### config.mk
export PLATFORM = sky130hd
export DESIGN_NAME = h_window_ctrl
export DESIGN_NICKNAME = d
export VERILOG_FILES = /design/src/rtl/h_filt_pkg.sv /design/src/rtl/h_pix_coord_ctr.sv /design/src/rtl/h_window_ctrl.sv
export SDC_FILE = /design/constraint.sdc
export NUM_CORES = 1
export LEC_CHECK = 0
export CORE_UTILIZATION = 47
export CTS_BUF_LIST = sky130_fd_sc_hd__clkbuf_16
export CTS_CLUSTER_SIZE = 14
export DETAILED_ROUTE_END_ITERATION = 10
export GPL_TIMING_DRIVEN = 0
export PLACE_DENSITY = 0.81
export SLEW_MARGIN = 10
export SYNTH_ARGS = -nofsm -noshare
export SYNTH_HDL_FRONTEND = slang
export SYNTH_SLANG_ARGS = --single-unit
### constraint.sdc
create_clock -name clk -period 2.8 [get_ports clk]
set_input_delay 0.28 -clock clk [delete_from_list [all_inputs] [get_ports clk]]
set_output_delay 0.28 -clock clk [all_outputs]
set_load 0.02 [all_outputs]
### src/rtl/h_filt_pkg.sv
// Shared definitions for the horizontal sliding-window filter path:
// controller states, default geometry and a counter-width helper.
package h_filt_pkg;

  localparam int DEF_HIM_LEN   = 520;
  localparam int DEF_VIM_LEN   = 520;
  localparam int DEF_HKER_SIZE = 3;

  typedef enum logic [1:0] {
    IDLE  = 2'd0,
    CLEAR = 2'd1,
    RUN   = 2'd2,
    DRAIN = 2'd3
  } state_t;

  // Never returns 0, so a degenerate size still gives a legal vector.
  function automatic int calc_width(input int n);
    return (n <= 2) ? 1 : $clog2(n);
  endfunction

endpackage

### src/rtl/h_pix_coord_ctr.sv
// Column/row tracker for the next pixel to accept; wraps at line and frame
// end and flags the final pixel of the frame.
module h_pix_coord_ctr
  import h_filt_pkg::*;
#(
  parameter int HIM_LEN = DEF_HIM_LEN,
  parameter int VIM_LEN = DEF_VIM_LEN,
  parameter int CW      = calc_width(HIM_LEN),
  parameter int RW      = calc_width(VIM_LEN)
) (
  input  logic          clk,
  input  logic          hres_n,
  input  logic          clear,
  input  logic          en,
  output logic [CW-1:0] col,
  output logic [RW-1:0] row,
  output logic          last
);

  localparam logic [CW:0] COL_LAST = (CW + 1)'(HIM_LEN - 1);
  localparam logic [RW:0] ROW_LAST = (RW + 1)'(VIM_LEN - 1);

  logic col_end;
  logic row_end;

  assign col_end = ({1'b0, col} == COL_LAST);
  assign row_end = ({1'b0, row} == ROW_LAST);
  assign last    = col_end && row_end;

  // Row returns to 0 after the last pixel so it never leaves its legal range.
  always_ff @(posedge clk) begin
    if (!hres_n || clear) begin
      col <= '0;
      row <= '0;
    end else if (en) begin
      if (col_end) begin
        col <= '0;
        row <= row_end ? '0 : row + RW'(1);
      end else begin
        col <= col + CW'(1);
      end
    end
  end

endmodule

### src/rtl/h_window_ctrl.sv
// Frame controller for the KxK window path: line-buffer clear, pixel
// handshake, window-valid tracking, row-end masks and frame completion.
module h_window_ctrl
  import h_filt_pkg::*;
#(
  parameter int HIM_LEN   = DEF_HIM_LEN,
  parameter int VIM_LEN   = DEF_VIM_LEN,
  parameter int HKER_SIZE = DEF_HKER_SIZE,
  parameter int CW        = calc_width(HIM_LEN),
  parameter int RW        = calc_width(VIM_LEN)
) (
  input  logic                 clk,
  input  logic                 hres_n,
  input  logic                 start,
  input  logic                 s_valid,
  output logic                 s_ready,
  input  logic                 m_ready,
  output logic                 m_valid,
  output logic                 shift_en,
  output logic                 hclrbuffer,
  output logic [HKER_SIZE-2:0] hout,
  output logic [CW-1:0]        col,
  output logic [RW-1:0]        row,
  output logic                 busy,
  output logic                 frame_done
);

  localparam logic [CW:0] H_LAST   = (CW + 1)'(HIM_LEN - 1);
  localparam logic [CW:0] K_LAST_C = (CW + 1)'(HKER_SIZE - 1);
  localparam logic [RW:0] K_LAST_R = (RW + 1)'(HKER_SIZE - 1);

  state_t        state;
  state_t        state_nxt;
  logic [CW-1:0] clr_ctr;
  logic          coord_clear;
  logic          last_pix;
  logic          qualify;

  h_pix_coord_ctr #(
    .HIM_LEN (HIM_LEN),
    .VIM_LEN (VIM_LEN),
    .CW      (CW),
    .RW      (RW)
  ) u_coord (
    .clk    (clk),
    .hres_n (hres_n),
    .clear  (coord_clear),
    .en     (shift_en),
    .col    (col),
    .row    (row),
    .last   (last_pix)
  );

  // A held result blocks new pixels so nothing in the datapath is overwritten.
  assign s_ready    = (state == RUN) && (!m_valid || m_ready);
  assign shift_en   = s_valid && s_ready;
  assign hclrbuffer = (state == CLEAR);
  assign busy       = (state != IDLE);
  assign frame_done = (state == DRAIN) && (!m_valid || m_ready);

  assign qualify = shift_en && ({1'b0, col} >= K_LAST_C) && ({1'b0, row} >= K_LAST_R);

  always_ff @(posedge clk) begin
    if (!hres_n) begin
      state <= IDLE;
    end else begin
      state <= state_nxt;
    end
  end

  always_comb begin
    state_nxt   = state;
    coord_clear = 1'b0;
    case (state)
      IDLE: begin
        if (start) begin
          state_nxt   = CLEAR;
          coord_clear = 1'b1;
        end
      end
      CLEAR: begin
        if ({1'b0, clr_ctr} == H_LAST) begin
          state_nxt = RUN;
        end
      end
      RUN: begin
        if (shift_en && last_pix) begin
          state_nxt = DRAIN;
        end
      end
      DRAIN: begin
        if (frame_done) begin
          state_nxt = IDLE;
        end
      end
      default: state_nxt = IDLE;
    endcase
  end

  always_ff @(posedge clk) begin
    if (!hres_n) begin
      clr_ctr <= '0;
    end else if (state == IDLE) begin
      clr_ctr <= '0;
    end else if (state == CLEAR) begin
      clr_ctr <= clr_ctr + CW'(1);
    end
  end

  // A new qualifying accept wins over a simultaneous downstream handshake.
  always_ff @(posedge clk) begin
    if (!hres_n) begin
      m_valid <= 1'b0;
    end else if (qualify) begin
      m_valid <= 1'b1;
    end else if (m_ready) begin
      m_valid <= 1'b0;
    end
  end

  always_comb begin
    hout = '1;
    for (int i = 0; i < HKER_SIZE - 1; i++) begin
      if ({1'b0, col} == H_LAST - (CW + 1)'(i)) begin
        hout[i] = 1'b0;
      end
    end
  end

endmodule

After elaboration in Yosys (flattened, before gate mapping)

Index checks and enable logic that the tools add are counted.

Mux-type cells: 13
Bitwise logic cells: 1
Divide/modulo/power cells: 0
Order comparisons: 2
$add $sub $neg: 3
Reductions and logical operators: 17
Multiply operators: 0
Shift-type cells: 0
Eq/ne operators: 11

Operators by type and width:

| kind                  | count |
|---|---|
| $eq 10x10->1 const B  | 4 |
| $add 10x1->10 const B | 3 |
| $ge 10x2->1 const B   | 2 |
| $mux 10               | 2 |
| $mux 2                | 4 |
| $pmux 2 s4            | 1 |
| $logic_and 1x1->1     | 7 |
| $mux 1                | 6 |
| $eq 2x2->1 const B    | 2 |
| $ne 2x1->1 const B    | 2 |
| $ne 2x2->1 const B    | 2 |
| $reduce_and 4->1      | 1 |
| $reduce_bool 2->1     | 2 |
| $eq 2x1->1 const B    | 1 |
| $logic_not 1->1       | 2 |
| $logic_not 2->1       | 1 |
| $logic_or 1x1->1      | 2 |
| $reduce_and 2->1      | 1 |
| $reduce_or 2->1       | 1 |
| $not 1->1             | 1 |

Bits in latches: 0
RAM bits: 0
Input port bits: 5
Memories: 0
Output and inout port bits: 28
Flip-flop bits (word level): 33
Bits in read-only memories: 0

Longest topological paths before layout

Gate-level depths: netlist of the first run.

Word-level depth: 7
Mapped depth: 8

By module

From an unflattened synthesis of the first run, not the netlist that was laid out.

Cells, all modules: 201
Area, all modules: 1716.6 µm²

Modules (own cells, without submodules):

| module          | cells an instance | area an instance (µm²) | instances |
|---|---|---|---|
| h_pix_coord_ctr | 111               | 967.2                  | 1 |
| h_window_ctrl   | 90                | 749.5                  | 1 |

Worst setup path before layout of the first run

Ideal clock, no wire load.

Kind: reg-to-reg
Start: register u_coord.col[1]
End: register state[1]
Arrival: 2.089 ns
Stages on the path, launching flop included: 8
Buffers on the path: 1
Required time: 2.728 ns
Library setup time: 0.072 ns
Setup slack: 0.639 ns
Path through: dfxtp_1 ha_1 and2_2 buf_2 nand4_2 or4_4 a21oi_2 mux2i_1

Longest elaborated chain between the ends: 5

Ends and longest elaborated chain:

| what                       | line                  | source |
|---|---|---|
| from (decl)                | h_pix_coord_ctr.sv:15 | `output logic [CW-1:0] col,` |
| from (signal assigned)     | h_pix_coord_ctr.sv:40 | `col <= col + CW'(1);` |
| $eq 10x10->1               | h_pix_coord_ctr.sv:26 | `assign col_end = ({1'b0, col} == COL_LAST);` |
| $logic_and 1x1->1          | h_pix_coord_ctr.sv:28 | `assign last = col_end && row_end;` |
| $logic_and 1x1->1          | h_window_ctrl.sv:87   | `if (shift_en && last_pix) begin` |
| $ne 2x1->1 (no line)       | --                    |  |
| $reduce_and 4->1 (no line) | --                    |  |
| to (signal assigned)       | h_window_ctrl.sv:67   | `state <= state_nxt;` |
| to (decl)                  | h_window_ctrl.sv:32   | `state_t state;` |

Every way passes these cells.
A chain may end at the register's enable or synchronous reset.

Worst setup path after layout of the first run

Start: register state[0]
End: output shift_en

Longest elaborated chain between the ends: 3

Ends and longest elaborated chain:

| what              | line                | source |
|---|---|---|
| $eq 2x2->1        | h_window_ctrl.sv:55 | `assign s_ready = (state == RUN) && (!m_valid \|\| m_ready);` |
| $logic_and 1x1->1 | h_window_ctrl.sv:55 |  |
| $logic_and 1x1->1 | h_window_ctrl.sv:56 | `assign shift_en = s_valid && s_ready;` |
| to (decl)         | h_window_ctrl.sv:19 | `output logic shift_en,` |

Every way passes these cells.

==> results of run 1 <==
[through the flow]
stage,std cells,utilization [%],worst slack [ns]
floorplan,196,-,0.639
global placement,274,61.1,0.626
detailed placement,274,61.1,0.625
CTS,282,65.9,0.360
global route,282,65.9,0.232
finish,282,65.9,0.370
[Yosys cell counts, drive strengths merged]
cell and instances:
clkbuf 1, xnor2 14, a21oi 5, nor3b 2, nor2b 2, nand2 15
a21boi 1, mux2i 2, or4b 1, o31ai 1, nor3 4, o21a 1
or4 2, o21ai 6, or3 5, a211oi 2, nand4 9, xor2 9
nand2b 1, o31a 1, nand3 11, nor2 30, ha 10, dfxtp 33
and2 4, nor4 6, a31oi 1, clkinv 1, buf 1, o221ai 1
and3 6, inv 8
[state kept, by name (all words and copies together) (netlist names)]
signal / flops
m_valid: 1
clr_ctr: 10
state: 2
u_coord.col: 10
u_coord.row: 10
[power by group through the flow]
stage	combinational [mW]	clock, mW	sequential [mW]
2_1_floorplan	0.229	0	0.523
3_3_place_gp	0.336	0	0.523
3_5_place_dp	0.342	0	0.525
4_1_cts	0.350	0.611	0.515
5_1_grt	0.384	0.629	0.518
6_report	0.346	0.602	0.515
[cell type report]
| cell class | instances | area (µm²) | share of cell area [%] |
|---|---|---|---|
| Clock inverter | 3 | 37.5 | 1.68 |
| Inverter | 9 | 33.8 | 1.51 |
| Sequential cell | 33 | 661 | 29.6 |
| Multi-Input combinational cell | 152 | 991 | 44.3 |
| Timing Repair Buffer | 32 | 320 | 14.3 |
| Tap cell | 46 | 57.6 | 2.58 |
| Clock buffer | 5 | 125 | 5.60 |
| Buffer | 2 | 8.76 | 0.392 |
[how the worst max path moves through the flow]
stage	depth (start not counted)	endpoint	slack [ns]
after global routing	6	shift_en	0.23
after CTS	6	shift_en	0.36
after global placement	5	shift_en	0.63
final	6	shift_en	0.37
after floorplan	7	state[1]	0.64
after detailed placement	5	shift_en	0.63
[worst max-delay path, cell delays in order (launching register included)]
cell	delay, ns
dfxtp_1	0.38
inv_1	0.10
ha_1	0.25
and2_2	0.21
nand2_1	0.12
clkinv_1	0.21
clkdlybuf4s50_1	0.60
[routing by layer]
layer  up-vias  track usage (%)  wire length [µm]
li1        766                -                 -
met5         -                0                 0
met2        34             30.9              1680
met4         0             10.8                57
met3         7             5.18               138
met1       681             25.0              1660
[cells by family (layout without fill, tap and decap cells)]
kind of cell / after synthesis / after routing / synth area share [%]
AOI/OAI and AO/OA: 19 / 19 / 7.09
xor gates and xnor gates: 23 / 23 / 11.9
adders and majority gates: 10 / 10 / 7.39
buffers and inverters: 11 / 51 / 2.51
DFF: 33 / 33 / 39.0
muxes: 2 / 2 / 1.18
and+or+nand+nor: 98 / 98 / 30.9
==> flow_summary.ini, run 1 <==
[outcome]
outcome = completed

[pwr]
p_int_mw = 1.05
power.density_nw_per_um2 = 654
p_leak_nw = 0.779
clockPowerShare_pct = 41.1
irDropWorstVdd_uv = 535
p_sw_mw = 0.417
swShare_pct = 28.5
power.total_mw = 1.46
pwr-share-seq_pct = 35.2
p_comb_share_pct = 23.6

[grt]
first_global_vias = 1265
grt_max_degree = 11
grt_overflow = 0
antenna_found_initial = 0
grtUsageTotal_pct = 19.8
grt_pass1_wl_um = 5530

[clock_tree]
clk_pin_slew_ns = 0.05
cts_resized = 0
cts.sinks = 33
cts_root_buf = clkbuf_16
cts_tree = yes
cts_setup_buffers = 0
clockBufferDepth = 2
clkLatencyLatePin_ns = 0.28
cts_buffers = 5
cts-htree-levels = 2
cts_hold_buf = 0

[place]
place_area_um2 = 2070
gp_congestion = 0.842
portBuffers = 32
post-dp-hpwl_um = 2500

[min_path]
min_path_type = reg2reg
whs_path_depth = 2
hold_end = clr_ctr[9]
hold_start = clr_ctr[9]

[setup_path]
cp_data_required_time_ns = 2.52
cp-startpoint = state[0]
worst_setup_path_end_kind = output pin
r2r_start = u_coord.col[1]
worstPathArrival_ns = 2.15
cp_max_fo = 7
regToRegSetupSlack_ns = 0.71
r2r_end = u_coord.col[8]
rr_worst_depth = 6
worst-setup-path-type = reg2out
crit_path_start_kind = register

[run]
max-cap-violations = 0

[timing]
setup_viol = 0
whs_ns = 0.488
timing.fmax_mhz = 411
tightest_slew_ns = 0.671
period_share_pct = 86.8
rsz0062_at_grt = false
hold_viol = 0
finalSetupTns_ns = 0
maxSlewHeadroom_pct = 55.0
finalWorstPathRequiredPeriod_ns = 2.43
finClkSkew_ns = 0.00416
slew_viol_final = 0

[synthesis]
synth_top_area_cell = dfxtp_1
syn_nets = 211
yosysSeqAreaShare_pct = 39.0
yosysWarnings = 0
synthCells = 196
ys_ff_latch = 33
synth_top_area_share_pct = 39.0
synth.avg_cell_area_um2 = 8.64
synth_area_leaders = dfxtp_1 39%, ha_1 7.4%, xnor2_1 7.2%
synthDistinctLibCells = 40
netlist_area_um2 = 1690

[floorplan]
pin_count = 33
rows = 21
die_w_um = 62.0
die-area_um2 = 3850
die_h_um = 62.0
core_area_um2 = 3390
initial_core_util_pct = 50.0

[drt]
wl_per_cell_um = 12.5
ant_nets = 0
via_per_inst = 5.28
drc = 0
totalWireLength_um = 3540
vias = 1488
drt_iter0_drc = 83
first_pass_iters = 4

[finish]
final_area_um2 = 2230
layout_commonest_cell = dfxtp_1
synthToLayoutAreaGrowth_pct = 31.9
nNetsFinal = 250
final_cell_mix = 33 x dfxtp_1, 32 x clkdlybuf4s50_1, 30 x nor2_1
fillers = 259
drive_above_1_share_pct = 7.20
insertedDiodeCount = 0
(Power assumes the default switching activity.)
==> inputs of run 2 (changes only) <==
--- a/config.mk
+++ b/config.mk
@@ -5,10 +5,13 @@
 export SDC_FILE = /design/constraint.sdc
 export NUM_CORES = 1
 export LEC_CHECK = 0
+export ABC_CLOCK_PERIOD_IN_PS = 2800
+export CORE_MARGIN = 3
 export CORE_UTILIZATION = 47
 export CTS_BUF_LIST = sky130_fd_sc_hd__clkbuf_16
 export CTS_CLUSTER_SIZE = 14
 export DETAILED_ROUTE_END_ITERATION = 10
+export GPL_ROUTABILITY_DRIVEN = 0
 export GPL_TIMING_DRIVEN = 0
 export PLACE_DENSITY = 0.81
 export SLEW_MARGIN = 10
==> run 2 against run 1 <==
  * Critical path depth unchanged
  * Non-clock buffer count unchanged
  * Register-to-register slack about the same
  * Setup slack improved by 0.018 ns
  * Final area decreased by 1.1%
  * Sequential cell count unchanged
  * First-iteration DRC count increased by 11%
  * Final cell count unchanged
  * Critical path type unchanged
==> flow_summary.ini, run 2 (synthesis results as in run 1) <==
[min_path]
whs_path_depth = 2
hold_start = clr_ctr[9]
min_path_type = reg2reg
hold_end = clr_ctr[9]

[setup_path]
cp_max_fo = 7
r2r_end = state[1]
cp_data_required_time_ns = 2.52
worstPathArrival_ns = 2.13
r2r_start = u_coord.col[1]
critPathMaxStageDelay_ns = 0.60
crit_path_start_kind = register
crit_chain = inv_1, ha_1, and2_2, nand2_1, clkinv_1, clkdlybuf4s50_1
worst-path-buf-inv = 3
crit_family = buffers and inverters
worst_setup_path_end_kind = output pin
rr_worst_depth = 7
worst-setup-path-type = reg2out
slowest_stage = clkdlybuf4s50_1
regToRegSetupSlack_ns = 0.72

[clock_tree]
cts-htree-levels = 2
cts_tree = yes
cts_root_buf = clkbuf_16
cts_hold_buf = 0
clockBufferDepth = 2
cts_resized = 0
clk_pin_slew_ns = 0.05
cts.sinks = 33
clkLatencyLatePin_ns = 0.27
cts_buffers = 5
cts_setup_buffers = 0

[finish]
nNetsFinal = 250
layout.cells.non_filler = 282
layout_commonest_cell = dfxtp_1
drive_above_1_share_pct = 7.63
synthToLayoutAreaGrowth_pct = 30.5
insertedDiodeCount = 0
final_cell_mix = 33 x dfxtp_1, 32 x clkdlybuf4s50_1, 30 x nor2_1
utilization_pct = 64.7
top_regs = clr_ctr: 10 flops, u_coord.col: 10 flops, u_coord.row: 10 flops

[floorplan]
rows = 21
die-area_um2 = 4360
die_w_um = 66.0
pin_count = 33
core_area_um2 = 3420
initial_core_util_pct = 49.6
die_h_um = 66.0

[drt]
first_pass_iters = 4
vias = 1450
drt_iter0_drc = 92
via_per_inst = 5.14
totalWireLength_um = 3420
drc = 0
wl_per_cell_um = 12.1
ant_nets = 0

[pwr]
p_sw_mw = 0.413
swShare_pct = 30.2
power.density_nw_per_um2 = 618
irDropWorstVdd_uv = 417
p_leak_nw = 0.771
p_int_mw = 0.954
p_comb_share_pct = 24.8
pwr-share-seq_pct = 37.6
clockPowerShare_pct = 37.6

[grt]
grtUsageTotal_pct = 17.8
grt_overflow = 0
grt_pass1_wl_um = 5950
first_global_vias = 1381
grt_max_degree = 11
antenna_found_initial = 0

[timing]
slew_viol_final = 0
timing.fmax_mhz = 415
finalWorstPathRequiredPeriod_ns = 2.41
rsz0062_at_grt = false
maxSlewHeadroom_pct = 57.3
setup_ws_ns = 0.388
setup_viol = 0
tightest_slew_ns = 0.637
hold_viol = 0
finalSetupTns_ns = 0
period_share_pct = 86.1
finClkSkew_ns = 0.00140

[place]
place_inst = 274
post-dp-hpwl_um = 2490
portBuffers = 32
place_ws_ns = 0.630

[run]
max-cap-violations = 0

[outcome]
outcome = completed
run 2: final cells by class:
type | count | area (µm²)
Inverter | 9 | 33.8
Fill cell | 283 | 1200
Buffer | 2 | 8.76
Clock inverter | 3 | 13.8
Tap cell | 46 | 57.6
Sequential cell | 33 | 661
Multi-Input combinational cell | 152 | 991
Timing Repair Buffer | 32 | 320
Clock buffer | 5 | 125
run 2: how the worst max path moves through the flow:
stage / startpoint / endpoint / slack [ns] / cells after the start
floorplan: u_coord.col[1] / state[1] / 0.64 / 7
global placement: m_ready / shift_en / 0.63 / 5
detailed placement: m_ready / shift_en / 0.63 / 5
CTS: state[0] / shift_en / 0.37 / 6
global route: state[0] / shift_en / 0.24 / 6
finish: state[0] / shift_en / 0.39 / 6
run 2: power groups by stage:
stage | registers (mW) | logic, mW | clock network, mW
floorplan | 0.523 | 0.229 | 0
global placement | 0.523 | 0.337 | 0
detailed placement | 0.524 | 0.339 | 0
CTS | 0.514 | 0.343 | 0.530
global route | 0.518 | 0.376 | 0.549
finish | 0.514 | 0.339 | 0.514
run 2: through the flow:
| step | power [mW] | cell area (µm²) | hold WS (ns) |
|---|---|---|---|
| 3_5_place_dp | 0.863 | 2070 | 0.469 |
| 5_1_grt | 1.44 | 2210 | 0.516 |
| 3_3_place_gp | 0.861 | 2070 | 0.465 |
| 6_report | 1.37 | 2210 | 0.477 |
| 2_1_floorplan | 0.752 | 1690 | 0.422 |
| 4_1_cts | 1.39 | 2210 | 0.476 |
run 2: tightest hold or removal path, stage by stage (launching register included):
cell,delay [ns]
dfxtp_1,0.31
o21ai_0,0.07
a21oi_1,0.06
run 2: metal layers:
metal | part of all wire [%] | vias up | global-route usage (%)
met5 | 0 | - | 0
met4 | 2.0 | 0 | 10.4
met3 | 5.4 | 6 | 5.44
met2 | 43 | 40 | 25.9
met1 | 50 | 642 | 23.0
li1 | - | 762 | -
